--- src/rtl/parking_timer_pkg.sv ---
// parking_timer_pkg: shared types and constants for the parking timer.
//   state_e         : FSM state encoding (IDLE=0, RUNNING=1, PAUSED=2, EXPIRED=3)
//   MIN_W / SEC_W   : widths of the elapsed minutes (7) and seconds (6) counters
//   SECONDS_PER_MIN : seconds wrap point (60)
//   elapsed_inc()   : one-second increment of a {min,sec} pair (no saturation)
package parking_timer_pkg;

    localparam int MIN_W           = 7;
    localparam int SEC_W           = 6;
    localparam int SECONDS_PER_MIN = 60;

    localparam logic [SEC_W-1:0] SEC_LAST = SEC_W'(SECONDS_PER_MIN - 1);

    typedef enum logic [1:0] {
        ST_IDLE    = 2'd0,
        ST_RUNNING = 2'd1,
        ST_PAUSED  = 2'd2,
        ST_EXPIRED = 2'd3
    } state_e;

    typedef struct packed {
        logic [MIN_W-1:0] min;
        logic [SEC_W-1:0] sec;
    } elapsed_t;

    // Advance a time value by one second; seconds wrap 59 -> 0 and carry into minutes.
    function automatic elapsed_t elapsed_inc(input elapsed_t t);
        elapsed_t r;
        if (t.sec == SEC_LAST) begin
            r.min = t.min + MIN_W'(1);
            r.sec = SEC_W'(0);
        end else begin
            r.min = t.min;
            r.sec = t.sec + SEC_W'(1);
        end
        return r;
    endfunction

endpackage

--- src/rtl/parking_timer_tick_sync_edge.sv ---
// tick_sync_edge: brings an asynchronous tick square wave into the clk domain
// and emits a one-cycle strobe per rising edge.
//   clk, reset_n : system clock, asynchronous active-low reset
//   tick_in      : asynchronous square wave
//   strobe       : registered pulse, SYNC_STAGES+1 cycles after the input edge
// Strobes are masked for SYNC_STAGES+1 cycles after reset release so that a
// tick which is already high when reset lifts is not mistaken for an edge.
module tick_sync_edge #(
    parameter int SYNC_STAGES = 2
) (
    input  logic clk,
    input  logic reset_n,
    input  logic tick_in,
    output logic strobe
);

    localparam logic [2:0] SUP_LOAD = 3'(SYNC_STAGES + 1);

    logic [SYNC_STAGES-1:0] sync_q, sync_d;
    logic                   prev_q, prev_d;
    logic [2:0]             sup_q, sup_d;
    logic                   strobe_q, strobe_d;

    // Next-state: shift the synchronizer, detect a rising edge, count down the mask.
    always_comb begin
        sync_d   = {sync_q[SYNC_STAGES-2:0], tick_in};
        prev_d   = sync_q[SYNC_STAGES-1];
        strobe_d = sync_q[SYNC_STAGES-1] & ~prev_q & (sup_q == 3'd0);
        if (sup_q != 3'd0) begin
            sup_d = sup_q - 3'd1;
        end else begin
            sup_d = sup_q;
        end
    end

    // State registers; the mask counter reloads on every reset.
    always_ff @(posedge clk or negedge reset_n) begin
        if (!reset_n) begin
            sync_q   <= {SYNC_STAGES{1'b0}};
            prev_q   <= 1'b0;
            sup_q    <= SUP_LOAD;
            strobe_q <= 1'b0;
        end else begin
            sync_q   <= sync_d;
            prev_q   <= prev_d;
            sup_q    <= sup_d;
            strobe_q <= strobe_d;
        end
    end

    assign strobe = strobe_q;

endmodule

--- src/rtl/parking_timer.sv ---
// parking_timer: elapsed-time counter for a parking meter with an optional
// expiry limit.
//   clk, reset_n              : system clock, asynchronous active-low reset
//   tick_1hz_in / tick_2hz_in : divider square waves (2 Hz only drives blink)
//   start / stop / clear      : one-cycle commands, priority clear > stop > start
//   limit_min / limit_sec     : expiry limit, 0:00 means no limit
//   elapsed_min / elapsed_sec : running count
//   state                     : IDLE=0 RUNNING=1 PAUSED=2 EXPIRED=3
//   sec_strobe                : one pulse per 1 Hz rising edge, in any state
//   expired                   : high while in EXPIRED
//   blink                     : 1 Hz expiry flasher when PARKING_TIMER_BLINK_EN
//                               is defined, constant 0 otherwise
module parking_timer
    import parking_timer_pkg::*;
#(
    parameter int SYNC_STAGES = 2,
    parameter int MAX_MINUTES = 99
) (
    input  logic             clk,
    input  logic             reset_n,
    input  logic             tick_1hz_in,
    input  logic             tick_2hz_in,
    input  logic             start,
    input  logic             stop,
    input  logic             clear,
    input  logic [MIN_W-1:0] limit_min,
    input  logic [SEC_W-1:0] limit_sec,
    output logic [MIN_W-1:0] elapsed_min,
    output logic [SEC_W-1:0] elapsed_sec,
    output logic [1:0]       state,
    output logic             sec_strobe,
    output logic             expired,
    output logic             blink
);

    localparam logic [MIN_W-1:0] MAX_MIN_C = MIN_W'(MAX_MINUTES);

    logic     strobe_1hz_s;
    state_e   state_q, state_d;
    elapsed_t cnt_q, cnt_d, cnt_inc_s;
    logic     expired_q, expired_d;
    logic     limit_set_s;
    logic     at_max_s;

    tick_sync_edge #(.SYNC_STAGES(SYNC_STAGES)) u_sync_1hz (
        .clk     (clk),
        .reset_n (reset_n),
        .tick_in (tick_1hz_in),
        .strobe  (strobe_1hz_s)
    );

    // Next-state and count: clear wins, then stop, then start; a strobe only
    // counts in RUNNING when no state-changing command shares its cycle.
    always_comb begin
        cnt_inc_s   = elapsed_inc(cnt_q);
        limit_set_s = (limit_min != 7'd0) || (limit_sec != 6'd0);
        at_max_s    = (cnt_q.min == MAX_MIN_C) && (cnt_q.sec == SEC_LAST);
        state_d     = state_q;
        cnt_d       = cnt_q;
        if (clear) begin
            state_d   = ST_IDLE;
            cnt_d.min = 7'd0;
            cnt_d.sec = 6'd0;
        end else begin
            case (state_q)
                ST_IDLE: begin
                    if (stop) begin
                        state_d = ST_IDLE;
                    end else if (start) begin
                        state_d = ST_RUNNING;
                    end else begin
                        state_d = ST_IDLE;
                    end
                end
                ST_RUNNING: begin
                    if (stop) begin
                        state_d = ST_PAUSED;
                    end else if (strobe_1hz_s) begin
                        if (at_max_s) begin
                            // Saturate: hold MAX:59 and expire whatever the limit.
                            state_d = ST_EXPIRED;
                        end else begin
                            cnt_d = cnt_inc_s;
                            // Equality only: a limit already passed never fires.
                            if (limit_set_s && (cnt_inc_s == {limit_min, limit_sec})) begin
                                state_d = ST_EXPIRED;
                            end else begin
                                state_d = ST_RUNNING;
                            end
                        end
                    end else begin
                        state_d = ST_RUNNING;
                    end
                end
                ST_PAUSED: begin
                    if (stop) begin
                        state_d = ST_PAUSED;
                    end else if (start) begin
                        state_d = ST_RUNNING;
                    end else begin
                        state_d = ST_PAUSED;
                    end
                end
                ST_EXPIRED: begin
                    state_d = ST_EXPIRED;
                end
                default: begin
                    state_d   = ST_IDLE;
                    cnt_d.min = 7'd0;
                    cnt_d.sec = 6'd0;
                end
            endcase
        end
        expired_d = (state_d == ST_EXPIRED);
    end

    // State, count and expired flag registers.
    always_ff @(posedge clk or negedge reset_n) begin
        if (!reset_n) begin
            state_q   <= ST_IDLE;
            cnt_q     <= {7'd0, 6'd0};
            expired_q <= 1'b0;
        end else begin
            state_q   <= state_d;
            cnt_q     <= cnt_d;
            expired_q <= expired_d;
        end
    end

    assign elapsed_min = cnt_q.min;
    assign elapsed_sec = cnt_q.sec;
    assign state       = state_q;
    assign expired     = expired_q;
    assign sec_strobe  = strobe_1hz_s;

`ifdef PARKING_TIMER_BLINK_EN
    logic strobe_2hz_s;
    logic blink_q, blink_d;

    tick_sync_edge #(.SYNC_STAGES(SYNC_STAGES)) u_sync_2hz (
        .clk     (clk),
        .reset_n (reset_n),
        .tick_in (tick_2hz_in),
        .strobe  (strobe_2hz_s)
    );

    // Blink toggles only while staying in EXPIRED; it starts low on entry and
    // drops to 0 the cycle EXPIRED is left.
    always_comb begin
        if ((state_q == ST_EXPIRED) && (state_d == ST_EXPIRED)) begin
            if (strobe_2hz_s) begin
                blink_d = ~blink_q;
            end else begin
                blink_d = blink_q;
            end
        end else begin
            blink_d = 1'b0;
        end
    end

    // Blink register.
    always_ff @(posedge clk or negedge reset_n) begin
        if (!reset_n) begin
            blink_q <= 1'b0;
        end else begin
            blink_q <= blink_d;
        end
    end

    assign blink = blink_q;
`else
    // The 2 Hz input has no consumer in this build.
    logic unused_tick_2hz_s;
    assign unused_tick_2hz_s = tick_2hz_in;
    assign blink             = 1'b0;
`endif

endmodule

--- config.mk ---
export PLATFORM = sky130hd
export DESIGN_NAME = parking_timer
export DESIGN_NICKNAME = d
export VERILOG_FILES = /design/src/rtl/parking_timer_pkg.sv /design/src/rtl/parking_timer_tick_sync_edge.sv /design/src/rtl/parking_timer.sv
export SDC_FILE = /design/constraint.sdc
export NUM_CORES = 1
export LEC_CHECK = 0
export ABC_CLOCK_PERIOD_IN_PS = 3000
export BUFFER_PORTS_ARGS = -buffer_cell sky130_fd_sc_hd__buf_2
export CORE_MARGIN = 5
export CORE_UTILIZATION = 39
export CTS_CLUSTER_SIZE = 30
export DETAILED_ROUTE_END_ITERATION = 6
export GPL_ROUTABILITY_DRIVEN = 0
export GPL_TIMING_DRIVEN = 1
export PLACE_DENSITY = 0.68
export SLEW_MARGIN = 20
export SYNTH_ARGS = -nofsm -noshare
export SYNTH_HDL_FRONTEND = slang
export SYNTH_SLANG_ARGS = --single-unit
--- constraint.sdc ---
create_clock -name clk -period 3 [get_ports clk]
set_clock_uncertainty 0.05 [all_clocks]
set_input_delay 0.15 -clock clk [delete_from_list [all_inputs] [get_ports clk]]
set_output_delay 0.15 -clock clk [all_outputs]
set_load 0.05 [all_outputs]
Yosys cells after proc, flatten, opt, wreduce, memory -nomap -nowiden
Cells that the tools add are included.
- register bits after elaboration: 23
- input bits: 20
- output and inout port bits: 18
- word-level logic and storage cells: 50
- bitwise gates (word level): 3
- equality and inequality tests: 9
- muxes and demuxes: 16
- add/subtract/negate cells: 3
- reduce and logical (&&, ||, !) cells: 11
- operators by type and width (operator ; number):
    $mux W13 ; 6
    $mux W2 ; 7
    $eq A13 B13 Y1 ; 1
    $pmux W2 S4 ; 1
    $add A7 B1 Y7 const B ; 1
    $eq A7 B7 Y1 const B ; 1
    $reduce_bool A7 Y1 ; 1
    $add A6 B1 Y6 const B ; 1
    $eq A2 B2 Y1 const B ; 3
    $eq A6 B6 Y1 const B ; 1
    $reduce_bool A6 Y1 ; 1
    $reduce_and A4 Y1 ; 1
    $reduce_bool A2 Y1 ; 2
    $logic_not A3 Y1 ; 1
    $reduce_bool A3 Y1 ; 1
    $sub A3 B1 Y3 const B ; 1
    $and A1 B1 Y1 ; 2
    $eq A2 B1 Y1 const B ; 1
    $logic_and A1 B1 Y1 ; 2
    $logic_not A2 Y1 ; 1
    $mux W1 ; 2
    $ne A2 B1 Y1 const B ; 1
    $ne A2 B2 Y1 const B ; 1
    $logic_or A1 B1 Y1 ; 1
    $not A1 Y1 ; 1

Logic depth before layout (Yosys ltp)
Gate-level depths: netlist (run 1).
- word-level depth: 11
- depth in mapped cells: 9

By module
From an unflattened synthesis (run 1), not the netlist that was laid out.
- cell total of the unflattened synthesis: 176
- area total of the unflattened synthesis: 1627.8 um^2
- by module, submodules not included (module ; cells an instance ; sequential area each (um^2) ; area an instance (um^2) ; times used):
    parking_timer ; 159 ; 400.4 ; 1356.3 ; 1
    tick_sync_edge ; 17 ; 177.7 ; 271.5 ; 1

Worst setup path before layout (run 1)
Ideal clock, no wire load.
- kind: register -> register
- start: register cnt_q, in the netlist elapsed_sec[0]
- end: register state_q[1] (netlist: state[1])
- cell stages (with the launch flop): 9
- data required time: 2.884 ns
- period minus slack after synthesis: 2.410 ns
- buffers on the path: 1
- slack: 0.590 ns
- arrival: 2.294 ns
- cell sequence: dfrtp_1 -> ha_1 -> buf_6 -> and2b_4 -> nand2_2 -> or4_4 -> a311oi_2 -> nand4_1 -> nand2_1
- longest elaborated chain between the ends: 10
- elaborated cells between the ends (all ways): 12
- classes of those cells: 1 x add/sub; 2 x eq/ne; 7 x mux; 2 x reduce/logical
- ends and longest elaborated chain (item ; line ; source):
    start: declaration ; parking_timer.sv:40 ; elapsed_t cnt_q, cnt_d, cnt_inc_s;
    start signal: assignment ; parking_timer.sv:121 ; cnt_q <= {7'd0, 6'd0};
    start signal: assignment ; parking_timer.sv:125 ; cnt_q <= cnt_d;
    $add A6 B1 Y6 or $eq A6 B6 Y1 (tied branches) ; parking_timer_pkg.sv:34, parking_timer_pkg.sv:29, parking_timer.sv:57 ;
    $mux W13 ; parking_timer_pkg.sv:29 ; if (t.sec == SEC_LAST) begin
    $eq A13 B13 Y1 ; parking_timer.sv:85 ; if (limit_set_s && (cnt_inc_s == {limit_min, limit_sec})) begin
    $logic_and A1 B1 Y1 ; parking_timer.sv:85 ;
    $mux W2 ; parking_timer.sv:85 ;
    $mux W2 * ; parking_timer.sv:79 ; if (at_max_s) begin
    $mux W2 * ; parking_timer.sv:78 ; end else if (strobe_1hz_s) begin
    $mux W2 * ; parking_timer.sv:76 ; if (stop) begin
    $pmux W2 S4 * ; parking_timer.sv:65 ; case (state_q)
    $mux W2 * ; parking_timer.sv:60 ; if (clear) begin
    via state_d[1] ; parking_timer.sv:39 ; state_e state_q, state_d;
    end signal: assignment ; parking_timer.sv:124 ; state_q <= state_d;
    end: declaration ; parking_timer.sv:39 ;
Mark *: on every way through the listed nets, which the timed path passes. The rest lies on a longest branch.
A chain may end at the register's enable or synchronous reset.

Worst setup path after layout (run 1)
- start: register cnt_q, in the netlist elapsed_sec[0]
- end: register expired_q (netlist: expired)
- longest elaborated chain between the ends: 11
- elaborated cells between the ends (all ways): 13
- classes of those cells: 1 x add/sub; 3 x eq/ne; 7 x mux; 2 x reduce/logical
- ends and longest elaborated chain (item ; line ; source):
    $add A6 B1 Y6 or $eq A6 B6 Y1 (tied branches) ; parking_timer_pkg.sv:34, parking_timer_pkg.sv:29, parking_timer.sv:57 ;
    $mux W13 ; parking_timer_pkg.sv:29 ;
    $eq A13 B13 Y1 ; parking_timer.sv:85 ;
    $logic_and A1 B1 Y1 ; parking_timer.sv:85 ;
    $mux W2 ; parking_timer.sv:85 ;
    $mux W2 * ; parking_timer.sv:79 ;
    $mux W2 * ; parking_timer.sv:78 ;
    $mux W2 * ; parking_timer.sv:76 ;
    $pmux W2 S4 * ; parking_timer.sv:65 ;
    $mux W2 * ; parking_timer.sv:60 ;
    $eq A2 B2 Y1 * ; parking_timer.sv:114 ; expired_d = (state_d == ST_EXPIRED);
    via expired_d ; parking_timer.sv:41 ; logic expired_q, expired_d;
    end signal: assignment ; parking_timer.sv:126 ; expired_q <= expired_d;
    end: declaration ; parking_timer.sv:41 ;
Marks and branches as above.

==> results of run 1 <==
[registers in the layout (all words and copies together) (netlist names)]
signal / cells
u_sync_1hz.prev_q: 1
u_sync_1hz.strobe: 1
elapsed_sec: 6
elapsed_min: 7
expired: 1
u_sync_1hz.sync_q: 2
u_sync_1hz.sup_q: 3
state: 2
[per-layer routing]
| layer | part of all wire (%) | wire length (um) |
|---|---|---|
| met1 | 47 | 1840 |
| met5 | 0 | 0 |
| met2 | 44 | 1740 |
| met3 | 7.2 | 283 |
| met4 | 1.9 | 74 |
[cell usage after synthesis, types with 2 or more instances]
| cell | number | area share, % |
|---|---|---|
| nand2b_1 | 9 | 3.4 |
| buf_4 | 4 | 1.8 |
| nand4_1 | 6 | 2.3 |
| o22ai_1 | 3 | 1.1 |
| buf_6 | 2 | 1.4 |
| nand2_1 | 10 | 2.3 |
| nor2_1 | 20 | 4.5 |
| o211a_1 | 2 | 1.2 |
| or3_1 | 2 | 0.75 |
| ha_1 | 4 | 3.0 |
| nor4_1 | 4 | 1.5 |
| o21ai_0 | 6 | 1.8 |
| dfstp_2 | 2 | 3.2 |
| nor3_1 | 4 | 1.2 |
| a311oi_1 | 2 | 1.1 |
| o21a_1 | 2 | 0.91 |
| mux2i_1 | 3 | 1.8 |
| clkbuf_1 | 2 | 0.45 |
| nand4b_1 | 2 | 1.1 |
| a32oi_1 | 2 | 1.1 |
| buf_2 | 3 | 0.91 |
| o211ai_1 | 3 | 1.4 |
| and3_1 | 3 | 1.1 |
| nand3_1 | 10 | 3.0 |
| inv_1 | 7 | 1.6 |
| xnor2_1 | 8 | 4.2 |
| dfrtp_1 | 21 | 32 |
| xor2_1 | 11 | 5.8 |
| a21oi_1 | 10 | 3.0 |
[cell families after synthesis]
kind of cell | count (synthesis) | synth area share, %
flops | 23 | 34.9
buf+inv | 18 | 6.11
xor+xnor | 19 | 10.0
compound gates | 39 | 16.9
simple gates | 81 | 27.0
other cells | 1 | 0.226
mux | 3 | 1.81
fa+ha+maj | 4 | 3.02
[worst max-delay path: cells and delay by family, from the launching register on]
| family | cells | cell delay [ps] |
|---|---|---|
| flops | 1 | 520 |
| compound gates | 1 | 670 |
| xor+xnor | 1 | 90 |
| fa+ha+maj | 1 | 420 |
| simple gates | 4 | 730 |
[worst max path at each step]
stage,slack (ps),end
floorplan,590,state[1]
global placement,510,expired
detailed placement,450,expired
CTS,450,expired
global route,180,state[1]
finish,460,expired
[what timing repair did]
item                                   in CTS  in global routing
setup endpoints to repair                   0                  0
gates resized for setup                     0                  0
setup buffers                               0                  0
hold buffers                                2                  0
endpoints found under the hold margin      22                  0
[power groups by stage]
| stage | combinational (W) | sequential [W] | clock (W) |
|---|---|---|---|
| finish | 0.0000668 | 0.000317 | 0.000187 |
| global placement | 0.0000648 | 0.000323 | 0 |
| CTS | 0.0000670 | 0.000317 | 0.000196 |
| floorplan | 0.0000293 | 0.000329 | 0 |
| detailed placement | 0.0000648 | 0.000323 | 0 |
| global route | 0.0000747 | 0.000318 | 0.000214 |
[metrics by stage]
| step | hold slack [ps] | power [W] | worst slack (ps) |
|---|---|---|---|
| floorplan | -196 | 0.000358 | 590 |
| global placement | 102 | 0.000388 | 511 |
| detailed placement | 99.7 | 0.000388 | 451 |
| CTS | 177 | 0.000579 | 448 |
| global route | 203 | 0.000607 | 182 |
| finish | 181 | 0.000571 | 464 |
[final cells by class]
class,count,area [um2]
clock inverters,1,5.00
fillers,401,2160
repair buffers,38,203
flip-flops and latches,23,578
inverters,7,26.3
multi-input cells,147,978
well taps,50,62.6
clock buffers,3,41.3
==> summary.md, run 1 <==
| Metric | Value |
|---|---|
| Status | `finished, final reports clean` |
| Internal power | `roughly 0.00043 W` |
| Via Count | `between 1,000 and 1,500` |
| Final HPWL DP | `around 3100 um` |
| Grt ovf | `0` |
| Yosys warns | `0` |
| Met3 Use GR | `2.67%` |
| CTS tree | `done` |
| Drc violations | `0` |
| Final period utilization | `84.5%` |
| R2R cell count | `7` |
| ANT nets after route | `0` |
| Layout Cells excl Fill | `approximately 270` |
| WS Path Type | `flip-flop to flip-flop` |
| Placed cell count | `between 200 and 300` |
| Worst Setup Start Kind | `flip-flop` |
| Iter 0 DRT Violations | `roughly 120` |
| Final net count | `between 200 and 250` |
| RSZ-0062 raised after global routing | `false` |
| Fin crit period | `between 2000 and 3000 ps` |
| Crit path from | `elapsed_sec[0]` |
| Width of the die | `~75 um` |
| Vias per inst | `roughly 5.5` |
| Total GRT Usage | `16.0%` |
| Tightest Pin Transition | `692 ps` |
| Design area | `~1900 um2` |
| Final core occ | `~47%` |
| Port buffer count | `35` |
| Initial antenna violation count | `0` |
| Hold Path End | `state[0]` |
| Slew Viols, Final | `0` |
| Met2 GRT Util | `a little under a quarter` |
| Max incr delay on CP | `670 ps` |
| Final Setup Violations | `0` |
| Clock buffer depth | `2` |
| Avg WL per Cell | `about 15 um` |
| Net load switching power | `about 0.00014 W` |
| Area of the core | `about 4000 um2` |
| CP Data Arrival Time | `between 2000 and 3000 ps` |
| HP Class | `input port to flip-flop` |
| Dpl cell area | `~1800 um2` |
| Later-pin clock latency in the skew report | `260 ps` |
| Share of cells above drive strength 1 | `a little under a quarter` |
| Chip Height | `75.2 um` |
| FF+latch count, synth | `23` |
| First-pass GRT wire length | `7020 um` |
| Syn Area/Cell | `between 8 and 9 um2` |
| Area Growth Syn to Fin | `14.3%` |
| Most common cell after layout, fill and taps aside | `buf_2` |
| Pleak | `about 0.83 nW` |
| Syn Inst Count | `~190` |
| Pin count of the biggest net entering global routing | `24` |
| CTS clk-pin slew, worst paths | `roughly 80 ps` |
| Post-Syn Nets | `approximately 210` |
| Worst R2R Start | `elapsed_sec[0]` |
| Critical Path Fanout Max | `10` |
| Clk pwr share | `32.8%` |
| Net Sw Frac | `about 25%` |
| Sequential power share | `55.5%` |
| Slowest CP cell | `a2111oi_0` |
| End of the worst register-to-register path | `expired` |
| H-tree Lvls | `1` |
| Comb power frac | `about an eighth` |
| Layer with the highest usage | `met1` |
| Slew headroom | `52.6%` |
| CTS Root Cell | `clkbuf_8` |
| Met1 usage | `a little under a quarter` |
| Max-cap viol count | `0` |
| Worst hold start | `stop` |
| Setup_tns | `0 ps` |
| DRT Wirelength | `3940 um` |
| Synth unique cells | `50` |
| Most frequent cells in the layout | `35 x buf_2, 21 x dfrtp_1, 20 x nor2_1` |
| Fraction of registers with async set/reset | `between 90% and 100%` |
| Number of diodes | `0` |
| Clk sinks | `23` |
| R2R Setup Slk | `460 ps` |
| Final hold vios | `0` |
| I/O Pins | `38` |
| Worst VDD drop | `0.152 mV` |
| Ys flop type | `dfrtp_1` |
| Power Dens Cells | `between 300 and 400 nW/um2` |
| Clock buffer count from CTS | `3` |
| Drt pass-1 iters | `4` |
| Crit-path cells | `ha_1 > nand2b_1 > nor3_2 > xnor2_1 > a2111oi_0 > nand4_1 > nand2_1` |
| Vias in the first global route | `1,454` |
| FMAX | `between 300 and 400 MHz` |
| Synth Cell Area | `about 1700 um2` |
| Hold path cells | `4` |
| FP Rows | `23` |
| Starting Density | `between 40% and 50%` |
| Crit. End Element | `flip-flop` |
| Worst EP required | `~3200 ps` |
| Post-synth EDFFs | `0` |
| Die ar. | `between 5000 and 6000 um2` |
| Register area share after synthesis | `a little over a third` |
Power figures use the tool's default switching activity.
==> inputs of run 2 (changes only) <==
--- a/config.mk
+++ b/config.mk
@@ -5,7 +5,7 @@
 export SDC_FILE = /design/constraint.sdc
 export NUM_CORES = 1
 export LEC_CHECK = 0
-export ABC_CLOCK_PERIOD_IN_PS = 3000
+export ABC_CLOCK_PERIOD_IN_PS = 2400
 export BUFFER_PORTS_ARGS = -buffer_cell sky130_fd_sc_hd__buf_2
 export CORE_MARGIN = 5
 export CORE_UTILIZATION = 39
==> constraint.sdc (replaced) <==
create_clock -name clk -period 2.4 [get_ports clk]
set_clock_uncertainty 0.05 [all_clocks]
set_input_delay 0.12 -clock clk [delete_from_list [all_inputs] [get_ports clk]]
set_output_delay 0.12 -clock clk [all_outputs]
set_load 0.05 [all_outputs]
==> run 2 against run 1 <==
Net effect:
- first-iteration DRC count decreased by 27%
- cell count increased by 2.2%
- sequential power increased by 25%
- via count increased by 1.0%
- clock-buffer cell count unchanged
- critical path depth unchanged
- die area unchanged
- largest power group unchanged
==> summary.md, run 2 (synthesis results as in run 1) <==
| Metric | Value |
|---|---|
| Status | `finished, final reports clean` |
| Worst VDD drop | `0.218 mV (+44%)` |
| CTS clk-pin slew, worst paths | `80 ps (about the same)` |
| Critical Path Fanout Max | `7 (-3)` |
| Initial antenna violation count | `0 (unchanged)` |
| CTS Root Cell | `clkbuf_8` |
| Final net count | `250 (+2.5%)` |
| Tightest Pin Transition | `522 ps (-170 ps)` |
| Fin crit period | `2190 ps (-351 ps)` |
| ANT nets after route | `0 (unchanged)` |
| Number of diodes | `0 (unchanged)` |
| Max-cap viol count | `0 (unchanged)` |
| Max reg flops | `7 (unchanged)` |
| Avg WL per Cell | `14.9 um (+1.7%)` |
| Layout Cells excl Fill | `275 (+2.2%)` |
| Area Growth Syn to Fin | `17.9%` |
| Drc violations | `0 (unchanged)` |
| Share of cells above drive strength 1 | `27.1% (+3.8 points)` |
| Via Count | `1,506 (+1.0%)` |
| FMAX | `458 MHz (+16%)` |
| Clock buffer count from CTS | `3 (unchanged)` |
| Max incr delay on CP | `540 ps (-130 ps)` |
| CP Data Arrival Time | `2340 ps (-350 ps)` |
| Worst Setup Start Kind | `flip-flop` |
| Later-pin clock latency in the skew report | `260 ps (about the same)` |
| Grt ovf | `0 (unchanged)` |
| Worst R2R Start | `elapsed_sec[1]` |
| DRT Wirelength | `4100 um (+3.9%)` |
| CTS tree | `done` |
| Slew headroom | `65.2% (+13 points)` |
| Most frequent cells in the layout | `35 x buf_2, 20 x nor2_1, 20 x dfrtp_1` |
| WS Path Type | `flip-flop to flip-flop` |
| Clk sinks | `23 (unchanged)` |
| Crit-path cells | `ha_2 > and2b_4 > nand2_2 > or4_4 > a311oi_2 > nand4_1 > nand2_1` |
| Pleak | `0.858 nW (+3.5%)` |
| RSZ-0062 raised after global routing | `false` |
| Slowest CP cell | `or4_4` |
| First-pass GRT wire length | `6920 um (-1.4%)` |
| Power Dens Cells | `367 nW/um2 (+22%)` |
| Clock buffer depth | `2 (unchanged)` |
| Worst hold start | `stop` |
| Vias in the first global route | `1,493 (+2.7%)` |
| Iter 0 DRT Violations | `87 (-27%)` |
| I/O Pins | `38 (unchanged)` |
| Setup_tns | `0 ps (unchanged)` |
| Final HPWL DP | `3130 um (+1.1%)` |
| Chip Height | `75.2 um (unchanged)` |
| Final Setup Violations | `0 (unchanged)` |
| Total GRT Usage | `15.5% (-0.44 points)` |
| Placed cell count | `269 (+2.3%)` |
| Die ar. | `5660 um2 (unchanged)` |
| Most common cell after layout, fill and taps aside | `buf_2` |
| Buf/Inv on CP | `0 (unchanged)` |
| Crit path max-delay family | `simple AND/OR/NAND/NOR gates` |
| Drt pass-1 iters | `4 (unchanged)` |
| Worst setup margin | `215 ps (-249 ps)` |
| Pin count of the biggest net entering global routing | `24 (unchanged)` |
| Vias per inst | `5.48 (-1.2%)` |
| Starting Density | `40.9% (unchanged)` |
| Worst EP required | `2550 ps (-610 ps)` |
| Slew Viols, Final | `0 (unchanged)` |
| H-tree Lvls | `1 (unchanged)` |
| Port buffer count | `35 (unchanged)` |
| Width of the die | `75.2 um (unchanged)` |
| Crit. End Element | `flip-flop` |
| Post-place setup slack | `19.8 ps (-431 ps)` |
| HP Class | `input port to flip-flop` |
| Crit path from | `elapsed_sec[1]` |
| FP Rows | `23 (unchanged)` |
| Final period utilization | `91.1% (+6.5 points)` |
| Final hold vios | `0 (unchanged)` |
| Area of the core | `4060 um2 (unchanged)` |
## run 2: changes by cell type in the layout (fill, tap and decap cells not counted)
cell       delta
buf_4         +6
dfrtp_2       +1
ha_1          -1
a2111oi_2     +2
a2111oi_1     -1
a2111oi_0     -1
dfrtp_1       -1
ha_2          +1
## run 2: repair_timing
item / CTS / global route
endpoints found under the hold margin: 22 / 0
setup endpoints to repair: 1 / 2
hold buffers: 2 / 0
resized for setup: 1 / 3
pin swaps: 0 / 0
buffers inserted: 0 / 0
## run 2: cell type report
type	instances	area, um2
inverter	7	26.3
tap	50	62.6
clock buffer	3	41.3
clock inverter	1	5.00
sequential	23	579
multi-input combinational	147	992
fill	410	2100
timing repair buffer	44	248
## run 2: through the flow
| stage | cell area (um2) | power, W | hold slack, ps | util, % |
|---|---|---|---|---|
| after CTS | 1940 | 0.000728 | 145 | 47.9 |
| after floorplan | 1660 | 0.000448 | -226 | - |
| final | 1950 | 0.000718 | 149 | 48.2 |
| after global routing | 1950 | 0.000757 | 188 | 48.2 |
| after global placement | 1870 | 0.000486 | 72.4 | 46.2 |
| after detailed placement | 1870 | 0.000487 | 77.6 | 46.2 |
## run 2: final timing paths
kind	depth (start not counted)	slack, ps	end
hold reg to reg	0	310	u_sync_1hz.sync_q[1]
setup / recovery	7	210	state[1]
hold / removal	4	150	state[0]
min in group asynchronous	2	320	elapsed_sec[1]
setup reg to reg	7	210	state[1]
max in group asynchronous	2	1610	elapsed_sec[0]
## run 2: worst min-delay path: stages
cell	delay, ps
buf_2	110
nor2_1	50
a21oi_1	100
nor2_1	50
## run 2: metal layers
layer  vias up  part of all wire [%]  track usage (%)
li1        756                     -                -
met1       713                    49             23.7
met2        35                    44             23.2
met3         2                   5.8             1.74
met4         0                  0.83             4.08
met5         -                     0                0
## run 2: power breakdown
part	leakage [nW]	total, W	internal [W]	switching [W]
Combinational	0.528	0.0000874	0.0000326	0.0000548
Sequential	0.304	0.000396	0.000392	0.00000354
Clock	0.0255	0.000235	0.000116	0.000119
